**config.mk**
```make
export PLATFORM = sky130hd
export DESIGN_NAME = ctrl_mc_flat
export DESIGN_NICKNAME = d
export VERILOG_FILES = /design/src/rtl/ctrl_mc_if.sv /design/src/rtl/ctrl_mc.sv /design/src/flat_wrapper.sv
export SDC_FILE = /design/constraint.sdc
export NUM_CORES = 1
export LEC_CHECK = 0
export ABC_AREA = 0
export BUFFER_PORTS_ARGS = -buffer_cell sky130_fd_sc_hd__buf_2
export CAP_MARGIN = 20
export CORE_ASPECT_RATIO = 0.6
export CORE_MARGIN = 1
export CORE_UTILIZATION = 40
export DETAILED_ROUTE_END_ITERATION = 7
export GPL_TIMING_DRIVEN = 0
export HOLD_SLACK_MARGIN = 0.12
export PLACE_DENSITY_LB_ADDON = 0.15
export SLEW_MARGIN = 40
export SYNTH_ARGS = -nofsm -noshare
export SYNTH_HDL_FRONTEND = slang
export SYNTH_SLANG_ARGS = --single-unit
```
**constraint.sdc**
```tcl
create_clock -name clk -period 3.6 [get_ports clk]
set_input_delay 0.36 -clock clk [delete_from_list [all_inputs] [get_ports clk]]
set_output_delay 0.36 -clock clk [all_outputs]
set_load 0.02 [all_outputs]
```
**src/rtl/ctrl_mc_if.sv**
```systemverilog
// ctrl_mc_if -- memory bus between the multi-cycle controller and memory.
//
// The controller (master) drives a request with write flag, funct3 size code
// and byte address; memory (slave) returns read data and a completion strobe.
//   mem_req   : access request, held until mem_ready
//   mem_wen   : 1 = write access
//   mem_mode  : funct3 size code (3'b010 for instruction fetch)
//   mem_addr  : byte address
//   mem_rdata : read data, valid with mem_ready
//   mem_ready : access complete (ignored while mem_req = 0)
interface ctrl_mc_if;
  logic        mem_req;
  logic        mem_wen;
  logic [2:0]  mem_mode;
  logic [31:0] mem_addr;
  logic [31:0] mem_rdata;
  logic        mem_ready;

  modport master (
    output mem_req, mem_wen, mem_mode, mem_addr,
    input  mem_rdata, mem_ready
  );

  modport slave (
    input  mem_req, mem_wen, mem_mode, mem_addr,
    output mem_rdata, mem_ready
  );
endinterface

```
**src/rtl/ctrl_mc.sv**
```systemverilog
// ctrl_mc -- multi-cycle RV32I control unit.
//
// Sequences FETCH -> DECODE -> EXEC -> [MEM] -> [WB] -> FETCH and drives the
// register file, ALU and memory-bus controls of an external datapath.
//
// Parameters:
//   RESET_PC     : PC after reset
//   TRAP_PC      : PC loaded on an illegal instruction (trap build only)
//   MEM_WAIT_MAX : max cycles waiting for mem_ready, 0 = unbounded
//
// Build option: define CTRL_MC_ILLEGAL_TRAP_EN to trap undefined opcodes and
// misaligned jump/taken-branch targets to TRAP_PC (one TRAP cycle, illegal=1).
// Without it undefined opcodes retire as NOPs and targets are not checked.
//
// Ports:
//   clk, rst        : clock, synchronous active-high reset
//   mem             : memory bus (ctrl_mc_if master)
//   reg_wen         : register write enable (WB only, never for x0)
//   regA/B/W_sel    : register selects from IR, held DECODE..WB
//   alu_ctrl        : ALU operation; alu_zero/alu_res come back from the ALU
//   regA            : value of rs1 (used for the JALR target)
//   imm, imm_sel    : sign-extended immediate, ALU B = imm
//   pc_sel          : ALU A = pc
//   wb_sel          : 00 ALU, 01 mem_rdata, 10 pc+4
//   pc              : current PC
//   retire, illegal : one-cycle pulses per completed / trapped instruction
module ctrl_mc #(
  parameter logic [31:0] RESET_PC     = 32'h0000_0000,
  parameter logic [31:0] TRAP_PC      = 32'h0000_0010,
  parameter int unsigned MEM_WAIT_MAX = 0
) (
  input  logic        clk,
  input  logic        rst,
  ctrl_mc_if.master   mem,
  output logic        reg_wen,
  output logic [4:0]  regA_sel,
  output logic [4:0]  regB_sel,
  output logic [4:0]  regW_sel,
  output logic [3:0]  alu_ctrl,
  input  logic        alu_zero,
  input  logic [31:0] alu_res,
  input  logic [31:0] regA,
  output logic [31:0] imm,
  output logic        imm_sel,
  output logic        pc_sel,
  output logic [1:0]  wb_sel,
  output logic [31:0] pc,
  output logic        retire,
  output logic        illegal
);

`ifdef CTRL_MC_ILLEGAL_TRAP_EN
  localparam bit TRAP_EN = 1'b1;
`else
  localparam bit TRAP_EN = 1'b0;
`endif

  localparam logic [6:0] OP_R      = 7'b0110011;
  localparam logic [6:0] OP_IMM    = 7'b0010011;
  localparam logic [6:0] OP_LOAD   = 7'b0000011;
  localparam logic [6:0] OP_STORE  = 7'b0100011;
  localparam logic [6:0] OP_BRANCH = 7'b1100011;
  localparam logic [6:0] OP_JAL    = 7'b1101111;
  localparam logic [6:0] OP_JALR   = 7'b1100111;
  localparam logic [6:0] OP_LUI    = 7'b0110111;
  localparam logic [6:0] OP_AUIPC  = 7'b0010111;

  // ST_TRAP is only ever entered when TRAP_EN is set.
  typedef enum logic [2:0] {
    ST_FETCH, ST_DECODE, ST_EXEC, ST_MEM, ST_WB, ST_TRAP
  } state_t;

  state_t      state_reg, state_next;
  logic [31:0] pc_reg, pc_next;
  logic [31:0] ir_reg, ir_next;
  logic [31:0] addr_reg, addr_next;
  logic [31:0] wait_cnt_reg, wait_cnt_next;
  logic        active_reg;

  logic [6:0]  opcode;
  logic [2:0]  funct3;
  logic        is_r, is_imm, is_load, is_store, is_branch;
  logic        is_jal, is_jalr, is_lui, is_auipc, known_op;
  logic [31:0] imm_i, imm_s, imm_b, imm_u, imm_j;
  logic [31:0] pc_plus4, br_tgt, jal_tgt, jalr_sum, jalr_tgt;
  logic        br_taken, tgt_misaligned;
  logic        mem_state, req_raw, handshake, timeout;
  logic        retire_c, illegal_c, reg_wen_c, take_fault;

  // ---------------------------------------------------------------- decode
  assign opcode    = ir_reg[6:0];
  assign funct3    = ir_reg[14:12];
  assign is_r      = (opcode == OP_R);
  assign is_imm    = (opcode == OP_IMM);
  assign is_load   = (opcode == OP_LOAD);
  assign is_store  = (opcode == OP_STORE);
  assign is_branch = (opcode == OP_BRANCH);
  assign is_jal    = (opcode == OP_JAL);
  assign is_jalr   = (opcode == OP_JALR);
  assign is_lui    = (opcode == OP_LUI);
  assign is_auipc  = (opcode == OP_AUIPC);
  assign known_op  = is_r | is_imm | is_load | is_store | is_branch |
                     is_jal | is_jalr | is_lui | is_auipc;

  assign imm_i = {{20{ir_reg[31]}}, ir_reg[31:20]};
  assign imm_s = {{20{ir_reg[31]}}, ir_reg[31:25], ir_reg[11:7]};
  assign imm_b = {{19{ir_reg[31]}}, ir_reg[31], ir_reg[7], ir_reg[30:25],
                  ir_reg[11:8], 1'b0};
  assign imm_u = {ir_reg[31:12], 12'h000};
  assign imm_j = {{11{ir_reg[31]}}, ir_reg[31], ir_reg[19:12], ir_reg[20],
                  ir_reg[30:21], 1'b0};

  assign regA_sel = ir_reg[19:15];
  assign regB_sel = ir_reg[24:20];
  assign regW_sel = ir_reg[11:7];
  assign pc       = pc_reg;

  // Datapath controls come straight from IR so they stay stable from
  // DECODE through WB (the ALU result is still consumed in WB).
  always_comb begin
    imm      = 32'h0;
    imm_sel  = 1'b0;
    pc_sel   = 1'b0;
    wb_sel   = 2'b00;
    alu_ctrl = 4'b0000;
    if (is_imm || is_load || is_jalr) imm = imm_i;
    else if (is_store)                imm = imm_s;
    else if (is_branch)               imm = imm_b;
    else if (is_lui || is_auipc)      imm = imm_u;
    else if (is_jal)                  imm = imm_j;
    imm_sel = is_imm | is_load | is_store | is_lui | is_auipc | is_jalr;
    pc_sel  = is_auipc;
    if (is_load)               wb_sel = 2'b01;
    else if (is_jal || is_jalr) wb_sel = 2'b10;
    if (is_r)        alu_ctrl = {ir_reg[30], funct3};
    else if (is_imm) alu_ctrl = {ir_reg[30] & (funct3 == 3'b101), funct3};
    else if (is_lui) alu_ctrl = 4'b1111;
    else if (is_branch) begin
      case (funct3[2:1])
        2'b10:   alu_ctrl = 4'b0010;  // BLT/BGE: signed less-than
        2'b11:   alu_ctrl = 4'b0011;  // BLTU/BGEU: unsigned less-than
        default: alu_ctrl = 4'b1000;  // BEQ/BNE: subtract
      endcase
    end
  end

  // The ALU reports zero for "equal" or for "not less than", so BEQ/BGE/BGEU
  // branch on zero and BNE/BLT/BLTU on non-zero.
  always_comb begin
    case (funct3)
      3'b000, 3'b101, 3'b111: br_taken = alu_zero;
      3'b001, 3'b100, 3'b110: br_taken = ~alu_zero;
      default:                br_taken = 1'b0;
    endcase
  end

  assign pc_plus4 = pc_reg + 32'd4;
  assign br_tgt   = pc_reg + imm_b;
  assign jal_tgt  = pc_reg + imm_j;
  assign jalr_sum = regA + imm_i;
  assign jalr_tgt = jalr_sum & ~32'd1;

  assign tgt_misaligned = TRAP_EN &&
                          ((is_branch && br_taken && (br_tgt[1:0] != 2'b00)) ||
                           (is_jal  && (jal_tgt[1:0]  != 2'b00)) ||
                           (is_jalr && (jalr_tgt[1:0] != 2'b00)));

  // ------------------------------------------------------------ memory bus
  // active_reg keeps the first cycle after reset idle so mem_req comes out
  // of reset low.
  assign mem_state = (state_reg == ST_FETCH) || (state_reg == ST_MEM);
  assign timeout   = mem_state && active_reg && (MEM_WAIT_MAX != 0) &&
                     (wait_cnt_reg == MEM_WAIT_MAX);
  assign req_raw   = mem_state && active_reg && !timeout;
  assign handshake = req_raw && mem.mem_ready;

  // rst gates the strobes combinationally so an access in flight is dropped
  // in the reset cycle itself, before the memory can complete a write.
  assign mem.mem_req  = req_raw & ~rst;
  assign mem.mem_wen  = req_raw & ~rst & (state_reg == ST_MEM) & is_store;
  assign mem.mem_mode = (state_reg == ST_MEM) ? funct3 : 3'b010;
  assign mem.mem_addr = (state_reg == ST_MEM) ? addr_reg : pc_reg;

  // ------------------------------------------------------------------- FSM
  always_comb begin
    state_next    = state_reg;
    pc_next       = pc_reg;
    ir_next       = ir_reg;
    addr_next     = addr_reg;
    wait_cnt_next = 32'h0;
    retire_c      = 1'b0;
    illegal_c     = 1'b0;
    reg_wen_c     = 1'b0;
    take_fault    = 1'b0;

    // Counts consecutive wait cycles; any cycle without a pending wait
    // clears it, so every new request starts from zero.
    if (req_raw && !mem.mem_ready) wait_cnt_next = wait_cnt_reg + 32'd1;

    case (state_reg)
      ST_FETCH: begin
        if (timeout) take_fault = 1'b1;
        else if (handshake) begin
          ir_next    = mem.mem_rdata;
          state_next = ST_DECODE;
        end
      end
      ST_DECODE: state_next = ST_EXEC;
      ST_EXEC: begin
        if (!known_op) take_fault = 1'b1;
        else if (is_branch) begin
          if (tgt_misaligned) state_next = ST_TRAP;
          else begin
            pc_next    = br_taken ? br_tgt : pc_plus4;
            retire_c   = 1'b1;
            state_next = ST_FETCH;
          end
        end else if (is_load || is_store) begin
          addr_next  = alu_res;
          state_next = ST_MEM;
        end else if (tgt_misaligned) state_next = ST_TRAP;
        else state_next = ST_WB;
      end
      ST_MEM: begin
        if (timeout) take_fault = 1'b1;
        else if (handshake) begin
          if (is_store) begin
            pc_next    = pc_plus4;
            retire_c   = 1'b1;
            state_next = ST_FETCH;
          end else begin
            state_next = ST_WB;
          end
        end
      end
      ST_WB: begin
        reg_wen_c  = (ir_reg[11:7] != 5'd0);
        pc_next    = is_jal ? jal_tgt : (is_jalr ? jalr_tgt : pc_plus4);
        retire_c   = 1'b1;
        state_next = ST_FETCH;
      end
      ST_TRAP: begin
        illegal_c  = 1'b1;
        pc_next    = TRAP_PC;
        state_next = ST_FETCH;
      end
      default: state_next = ST_FETCH;
    endcase

    // Undefined opcode or bus timeout: trap when enabled, otherwise retire
    // the instruction as a NOP.
    if (take_fault) begin
      if (TRAP_EN) state_next = ST_TRAP;
      else begin
        pc_next    = pc_plus4;
        retire_c   = 1'b1;
        state_next = ST_FETCH;
      end
    end
  end

  always_ff @(posedge clk) begin
    if (rst) begin
      state_reg    <= ST_FETCH;
      pc_reg       <= RESET_PC;
      ir_reg       <= 32'h0;
      addr_reg     <= 32'h0;
      wait_cnt_reg <= 32'h0;
      active_reg   <= 1'b0;
    end else begin
      state_reg    <= state_next;
      pc_reg       <= pc_next;
      ir_reg       <= ir_next;
      addr_reg     <= addr_next;
      wait_cnt_reg <= wait_cnt_next;
      active_reg   <= 1'b1;
    end
  end

  assign reg_wen = reg_wen_c & ~rst;
  assign retire  = retire_c & ~rst;
  assign illegal = illegal_c & ~rst;

endmodule
```
**src/flat_wrapper.sv**
```systemverilog
// flat-port wrapper written by rule: the top's interface ports become plain ports
module ctrl_mc_flat 
#(
  parameter logic [31:0] RESET_PC     = 32'h0000_0000,
  parameter logic [31:0] TRAP_PC      = 32'h0000_0010,
  parameter int unsigned MEM_WAIT_MAX = 0
)
  (clk, rst, reg_wen, regA_sel, regB_sel, regW_sel, alu_ctrl, alu_zero, alu_res, regA, imm, imm_sel, pc_sel, wb_sel, pc, retire, illegal, mem_mem_req, mem_mem_wen, mem_mem_mode, mem_mem_addr, mem_mem_rdata, mem_mem_ready);
  ctrl_mc_if mem_i ();
  input  logic clk;
  input  logic rst;
  output logic reg_wen;
  output logic [4:0] regA_sel;
  output logic [4:0] regB_sel;
  output logic [4:0] regW_sel;
  output logic [3:0] alu_ctrl;
  input  logic alu_zero;
  input  logic [31:0] alu_res;
  input  logic [31:0] regA;
  output logic [31:0] imm;
  output logic imm_sel;
  output logic pc_sel;
  output logic [1:0] wb_sel;
  output logic [31:0] pc;
  output logic retire;
  output logic illegal;
  output wire logic [$bits(mem_i.mem_req)-1:0] mem_mem_req;
  output wire logic [$bits(mem_i.mem_wen)-1:0] mem_mem_wen;
  output wire logic [$bits(mem_i.mem_mode)-1:0] mem_mem_mode;
  output wire logic [$bits(mem_i.mem_addr)-1:0] mem_mem_addr;
  input wire logic [$bits(mem_i.mem_rdata)-1:0] mem_mem_rdata;
  input wire logic [$bits(mem_i.mem_ready)-1:0] mem_mem_ready;
  assign mem_mem_req = mem_i.mem_req;
  assign mem_mem_wen = mem_i.mem_wen;
  assign mem_mem_mode = mem_i.mem_mode;
  assign mem_mem_addr = mem_i.mem_addr;
  assign mem_i.mem_rdata = mem_mem_rdata;
  assign mem_i.mem_ready = mem_mem_ready;
  ctrl_mc #(.RESET_PC(RESET_PC), .TRAP_PC(TRAP_PC), .MEM_WAIT_MAX(MEM_WAIT_MAX)) u_core (.clk(clk), .rst(rst), .mem(mem_i), .reg_wen(reg_wen), .regA_sel(regA_sel), .regB_sel(regB_sel), .regW_sel(regW_sel), .alu_ctrl(alu_ctrl), .alu_zero(alu_zero), .alu_res(alu_res), .regA(regA), .imm(imm), .imm_sel(imm_sel), .pc_sel(pc_sel), .wb_sel(wb_sel), .pc(pc), .retire(retire), .illegal(illegal));
endmodule
```
==> results of run 1 <==
## cells in the mapped netlist, drive strengths merged (23+ instances only)
master  count
clkbuf     68
dfxtp      99
ha         74
inv        33
a211oi     24
xnor2      58
o21ai     100
nor2      106
a21oi     189
nand3      33
nor3       35
a21o       52
buf        38
nand2     334
xor2       41
o211ai     23
## per-stage QoR
step	worst slack [ns]	instances	TNS (ns)	hold WS (ns)
6_report	0.1236	2153	0	0.2126
5_1_grt	0.003504	2153	0	0.2192
4_1_cts	0.02091	2151	0	0.2066
3_5_place_dp	-0.2081	2135	-0.2831	0.4477
3_3_place_gp	-1.098	2134	-13.96	0.4414
2_1_floorplan	0.1489	1558	0	0.4317
## report_power, final
group	internal (µW)	leakage, µW	switching, µW
combinational	461	0.00490	849
sequential	1140	0.000806	136
clock	533	0.000151	527
total	2140	0.00586	1510
## area by class of cell
| cell class | count | share of cell area [%] |
|---|---|---|
| Clock inverter | 6 | 0.5071 |
| Inverter | 34 | 1.014 |
| Sequential cell | 99 | 15.82 |
| Timing Repair Buffer | 227 | 9.187 |
| Buffer | 106 | 4.066 |
| Multi-Input combinational cell | 1319 | 63.92 |
| Clock buffer | 10 | 1.988 |
| Tap cell | 352 | 3.500 |
## timing repair
| item | in CTS | in global routing |
|---|---|---|
| pin swaps | 0 | 4 |
| setup buffers | 0 | 2 |
| setup endpoints to repair | 26 | 33 |
| resized for setup | 5 | 17 |
| hold buffers | 0 | 0 |
## kinds of logic (layout without fill, tap and decap cells)
logic type	Yosys count	in the layout	synth area share, %
DFF	99	99	18.70
AOI/OAI and AO/OA	511	511	30.72
buffers and inverters	140	383	6.010
xor gates and xnor gates	99	99	8.183
and+or+nand+nor	621	621	26.08
adders and majority gates	77	77	9.305
muxes	10	10	0.9565
other	1	1	0.03539
## per-layer routing
| layer | track usage, % | wire length (µm) |
|---|---|---|
| met2 | 46.73 | 18120 |
| met3 | 10.98 | 5496 |
| met4 | 9.420 | 1066 |
| met1 | 49.31 | 21580 |
| met5 | 0 | 13 |
## critical path: cells and delay by family (launching register included)
kind,cells,cell delay [ns]
adders and majority gates,1,0.29
AOI/OAI and AO/OA,7,1.88
buffers and inverters,1,0.17
DFF,1,0.55
muxes,1,0.15
and+or+nand+nor,1,0.35
## path summary, 6_finish.rpt
check	from	to	slack [ns]	cells past startpoint
min reg2reg	u_core.addr_reg[0]$_SDFFE_PP0P_	u_core.addr_reg[0]$_SDFFE_PP0P_	0.45	2
max	u_core.pc[9]$_SDFFE_PP0P_	u_core.pc[30]$_SDFFE_PP0P_	0.12	11
max reg2reg	u_core.pc[9]$_SDFFE_PP0P_	u_core.pc[30]$_SDFFE_PP0P_	0.12	11
min	mem_mem_rdata[27]	u_core.ir_reg[27]$_SDFFE_PP0P_	0.21	3
==> summary by stage, run 1 <==
STA
For the pin with the worst max-slew slack, the measured transition is 0.8890 ns. For this run, the top clock speed supported by timing is 0.2877 GHz. The clock period could shrink to approximately 3.5 ns. Across the routed clock network, the largest skew measured is between 0.01 and 0.015 ns. Setup repair after global routing left no endpoint under its margin. The count of pins over their slew limit is 0. In the finished design, the share of the clock period the worst path needs comes to 96.57%. The number of hold violations in the final report is 0.

Headroom to the max-slew limit came out at 40.73%. Setup violations remaining at the end of the flow were counted as 0.

Clocking
The number of buffers inserted during clock tree synthesis is 9. The maximum level of the CTS H-tree is 3. The clock network latency to the later pin of the worst-skew pair is 0.38 ns. The TritonCTS clock tree is yes. Clock tree synthesis found a total of between 90 and 100 sinks.

The cell at the root of the clock tree is clkbuf_16. The buffer levels on the longest clock path is 2. After clock tree synthesis, the clock-pin slew on the worst setup and hold paths is 0.08 ns.

Layout
Leaving out fill and tap cells, the most frequent cells in the layout are nand2_1 (334), buf_2 (237), a21oi_1 (186), nor2_1 (102), dfxtp_1 (94). The sequential standard cell area is approximately 0.002 mm². The fill cell instance count of the final layout is 2730. The share of post-route cells with drive strength above 1 is 18.10%. The core occupancy in the finished layout is between 40% and 50%. In the final design database the tool counted between 1500 and 2000 nets. From synthesis to final layout, the design area changed by 18.76%. The total non-filler cell area in the finished layout is 0.01258 mm².

The final antenna diode count is 0. The area of the multi-input gates is 0.008044 mm². Leaving out fill and tap cells, the most frequent cell in the layout is nand2_1.

Synthesis
Dividing the synthesized area by the synthesized cell count gives 6.801 µm². The number of different library cells used by synthesis comes to 85. The most used flip-flop cell after synthesis is dfxtp_1.

After synthesis, the largest area contributor takes up roughly a fifth of total cell area. Sorting the synthesized cells by area gives the leading types as dfxtp_1 (19%), nand2_1 (12%), a21oi_1 (8.8%). The net count after synthesis is roughly 1700. In this run, synthesis inferred 0 flip-flops with an integrated enable. Synthesis handed over a netlist of 1558 instances. The leading area contributor after synthesis is dfxtp_1. The total of warnings raised by yosys is 0. After synthesis the netlist holds a flip-flop and latch count of 99. The share of the Yosys chip area taken by registers is about a fifth.

The total standard cell area after synthesis is between 0.01 and 0.015 mm². For this run, asynchronously set or reset flops after synthesis account for 0%.

Place
After detailed placement, the total cell area comes to between 0.01 and 0.015 mm². Detailed placement ended at an HPWL of 36.72 mm. The quantity of I/O buffers inserted on ports is 224. The placer's final routability congestion estimate is 0.9898.

Routing
After detailed routing, the number of remaining DRC violations is 0. The first detailed-routing pass took 5 iterations. After detailed routing, the total wire length is 46.28 mm. The final route contains 12738 vias. The initial DRC count is 1351.

The number of nets with antenna violations after detailed routing is 0. The routed wire length per instance is 21.49 µm. The average vias per placed instance is 5.916.

Floorplanning
The x dimension of the die is 212.1 µm. The placeable core region is 0.02562 mm². The number of top-level pins is 227. The initial cell density of the core is 41.36%.

Row generation in the floorplan step produced 45 rows. The floorplan step defined a die boundary enclosing between 0.02 and 0.03 mm². The vertical die dimension is 128.1 µm.

Worst setup path
Traced cell by cell, the critical path runs through ha_1 -> buf_2 -> a21oi_1 -> o21ai_1 -> a221oi_4 -> a211oi_1 -> or2_1 -> a211oi_2 -> mux2i_1 -> o31a_1 -> a211oi_2. By instance count, the cell type seen most on the critical path is a211oi_2. The worst endpoint required time is 3.90 ns. The category of the most critical setup path is reg2reg.

On the worst path, the slowest cell contributes a delay of 0.55 ns. The critical path startpoint category is a flip-flop. The slowest stage of the critical path is the dfxtp_1 cell. At the worst endpoint, the arrival time is 3.77 ns.

The maximum fanout along the worst path is 7. The type of destination of the critical path is a flip-flop.

Global routing
The number of global-route vias before repair is 11574. The initial antenna violation count is 1. The final global-route overflow total is 0. The global-route wire length before repair is 69.10 mm. Entering global routing, the biggest net connects 42 pins. The all-layer global routing usage is 33.87%.

Min path
The class of the most critical hold timing path is in2reg.

Pwr
The worst vdd rail ir drop is around 260 µV. The completed layout was analyzed and its total power is 3651 µW. In this run the static leakage power is 0.005858 µW. The total power per unit cell area is between 200 and 300 mW/mm².

Run
Across the run, the number of max-cap violations was 0.

Status
The flow ran to the end, and the final reports show no timing, DRC or antenna violations.
(Power assumes the default switching activity.)
==> inputs of run 2 (changes only) <==
Settings changed: CORE_UTILIZATION 40 to 46.
==> summary by stage, run 2 (synthesis gave the netlist of run 1 again) <==
Clocking
The clock passes through at most 2 buffers. Clock-pin slew was measured on the worst setup and hold paths at around 0.080 ns. The cts-stage hold buffer count is 0.

The clock network latency to the later pin of the worst-skew pair is 0.36 ns. The cell at the root of the clock tree is clkbuf_16. Counting the buffers created by CTS gives 9. The TritonCTS clock tree is yes. The maximum level of the CTS H-tree is 3.

The number of sinks on the clock net is between 90 and 100.

Routing
The routed wire length per instance is approximately 21 µm. The final layout contains routed wiring with a total length of around 44 mm. Detailed routing inserted a total of 12896 vias. The number of nets with antenna violations after detailed routing is 0. The pre-antenna-repair detailed-routing pass consisted of 6 iterations.

The post-detailed-route DRC marker count is 0. Using the TritonRoute via totals, the vias-per-cell ratio works out to 6.112. The initial DRC count is 1520.

Worst setup path
The worst endpoint required time is between 3 and 4 ns. The endpoint identified for the worst register-to-register timing path is u_core.pc[24]$_SDFFE_PP0P_. The most numerous cell type found on the critical path is o21ai_0. On the worst path, the slowest cell contributes a delay of 0.56 ns. In this run the critical register-to-register path is launched from u_core.pc[9]$_SDFFE_PP0P_. Data on the critical path arrives at its endpoint at 3.79 ns. The internal reg-to-reg setup slack is 0.07 ns. Counting both buffers and inverters, the worst setup path holds a total of 1. For this design, the slowest cell found on the critical path is a221oi_2.

The kind of cell with the highest combined delay along the critical path is compound AO/OA/AOI/OAI gates. The type of destination of the critical path is a flip-flop. Along the worst path, the maximum fanout reaches 7.

The critical path startpoint category is a flip-flop. The critical path goes through ha_1 -> buf_2 -> a21oi_1 -> o21ai_1 -> a221oi_2 -> a211oi_1 -> or2_1 -> a2111o_1 -> o21ai_0 -> o21ai_0 -> a32o_1. The worst setup path is of the reg2reg kind. Measured in cells, the most critical reg-to-reg path has a length of 11.

Floorplanning
During I/O placement, the number of pins put on the boundary was approximately 230. The x dimension of the die is 197.9 µm. The floorplan row count is 42. The floorplan die area is 0.02367 mm². The placeable core region is 0.02233 mm².

The die is 119.6 µm tall. The initial utilization of the core area, before any placement, comes to 47.45%.

Pwr
The design internal power is 2090 µW. The analysis attributes to net switching a power of 1459 µW. The proportion of total power due to net switching is 41.12%. The leakage power of the design is 0.005841 µW. The worst-case IR drop observed on VDD is 200.4 µV. The sequential share of power is 35.9%. The share of total power dissipated in combinational logic is 36.6%.

The design draws 3549 µW. Power spread over the standard cell area amounts to 284.2 mW/mm². The clock network fraction of design power is 27.5%.

STA
The worst hold slack is 0.2348 ns. The transition time of the tightest slew-check pin is around 0.83 ns. Setup repair after global routing left no endpoint under its margin. Counting I/O delays and the setup requirement, the final critical path takes ~3.5 ns. The count of final setup violators is 0. The highest clock rate is 0.2832 GHz. The number of hold violations in the final report is 0. For the final routed database, the setup TNS stands at 0 ns. The final critical path takes up 98.09% of the cycle. The clock arrives with 0.01141 ns of skew. Headroom to the max-slew limit came out at 44.43%. The count of pins over their slew limit came to 0.

Global routing
The final global-route overflow total is 0. Entering global routing, the biggest net connects 42 pins. The first global-routing pass estimated 66.21 mm of wire. The number of global-route vias before repair was 11467.

Global routing used between 30% and 40% of the available tracks across all layers. The initial antenna violation count came to 2.

Run
The max-capacitance violation count is 0.

Place
Once placement finished, the instance area stood at 0.01213 mm². The quantity of I/O buffers inserted on ports is around 220. The placer's final routability congestion estimate is 0.9984.

The estimated wirelength of the detail-placed design is between 30 and 40 mm.

Layout
The commonest non-fill, non-tap cell in the layout is nand2_1. For this run, the share of the core covered by cells in the final layout is 55.92%. In the final design database the tool counted 1974 nets. The repair_antennas step left the layout with diodes totalling 0. The area added between synthesis and finish is 17.87%. The total non-filler cell area in the finished layout is 0.01249 mm². In the layout the commonest cells are nand2_1 (333), buf_2 (237), a21oi_1 (186), nor2_1 (102), dfxtp_1 (97). The share of post-route cells with drive strength above 1 is 17.81%.

Min path
For hold timing, the worst endpoint is u_core.ir_reg[22]$_SDFFE_PP0P_. In this run the worst hold path is classified as in2reg. The instance count along the most critical hold path is 3. The worst hold path startpoint is mem_mem_rdata[22].

Status
The flow ran to the end, and the final reports show no timing, DRC or antenna violations.
==> run 2: worst max path at each step <==
stage	startpoint	endpoint	slack, ns	depth (start not counted)
global route	u_core.ir_reg[20]$_SDFFE_PP0P_	u_core.pc[26]$_SDFFE_PP0P_	0.01	11
floorplan	u_core.ir_reg[31]$_SDFFE_PP0P_	u_core.pc[23]$_SDFFE_PP0P_	0.15	10
CTS	u_core.ir_reg[20]$_SDFFE_PP0P_	u_core.pc[30]$_SDFFE_PP0P_	-0.02	11
finish	u_core.pc[9]$_SDFFE_PP0P_	u_core.pc[24]$_SDFFE_PP0P_	0.07	11
detailed placement	u_core.ir_reg[20]$_SDFFE_PP0P_	u_core.pc[30]$_SDFFE_PP0P_	-0.12	11
global placement	u_core.ir_reg[31]$_SDFFE_PP0P_	u_core.pc[26]$_SDFFE_PP0P_	-0.97	11
==> run 2: power by group through the flow <==
stage | registers (µW) | clock network, µW | logic (µW)
floorplan | 1270 | 0 | 819
global placement | 1300 | 0 | 1230
detailed placement | 1290 | 0 | 1250
CTS | 1270 | 971 | 1260
global route | 1280 | 1010 | 1400
finish | 1270 | 977 | 1300
==> run 2: routing by layer <==
layer  up-vias  share of wire [%]  GRT usage, %
met4         2                2.6         9.205
met3        97                 13         9.978
met1      5994                 45         54.06
li1       6047                  -             -
met5         -              0.029             0
met2       756                 40         52.13
==> run 2: worst register-to-register path, cell delays in order, from the launching register on <==
cell and delay [ns]:
dfxtp_1 0.53, ha_1 0.29, buf_2 0.16, a21oi_1 0.12, o21ai_1 0.18, a221oi_2 0.56, a211oi_1 0.20, or2_1 0.35
a2111o_1 0.38, o21ai_0 0.21, o21ai_0 0.21, a32o_1 0.23
==> run 2: layout make-up <==
| type | count | area (µm²) |
|---|---|---|
| repair buffers | 228 | 1164 |
| fillers | 2265 | 9844 |
| well taps | 308 | 385.4 |
| multi-input cells | 1319 | 8026 |
| clock buffers | 10 | 229.0 |
| flip-flops and latches | 99 | 1987 |
| inverters | 34 | 127.6 |
| clock inverters | 6 | 60.06 |
| plain buffers | 106 | 510.5 |
==> run 2: through the flow <==
step | setup slack, ns | instances
4_1_cts | -0.02438 | 2107
3_5_place_dp | -0.1156 | 2091
5_1_grt | 0.009723 | 2110
3_3_place_gp | -0.9652 | 2090
2_1_floorplan | 0.1489 | 1558
6_report | 0.06862 | 2110
==> run 2: what timing repair did <==
action	CTS	global route
pin swaps	0	3
resized for setup	4	12
setup endpoints to repair	15	23
setup buffers	0	3
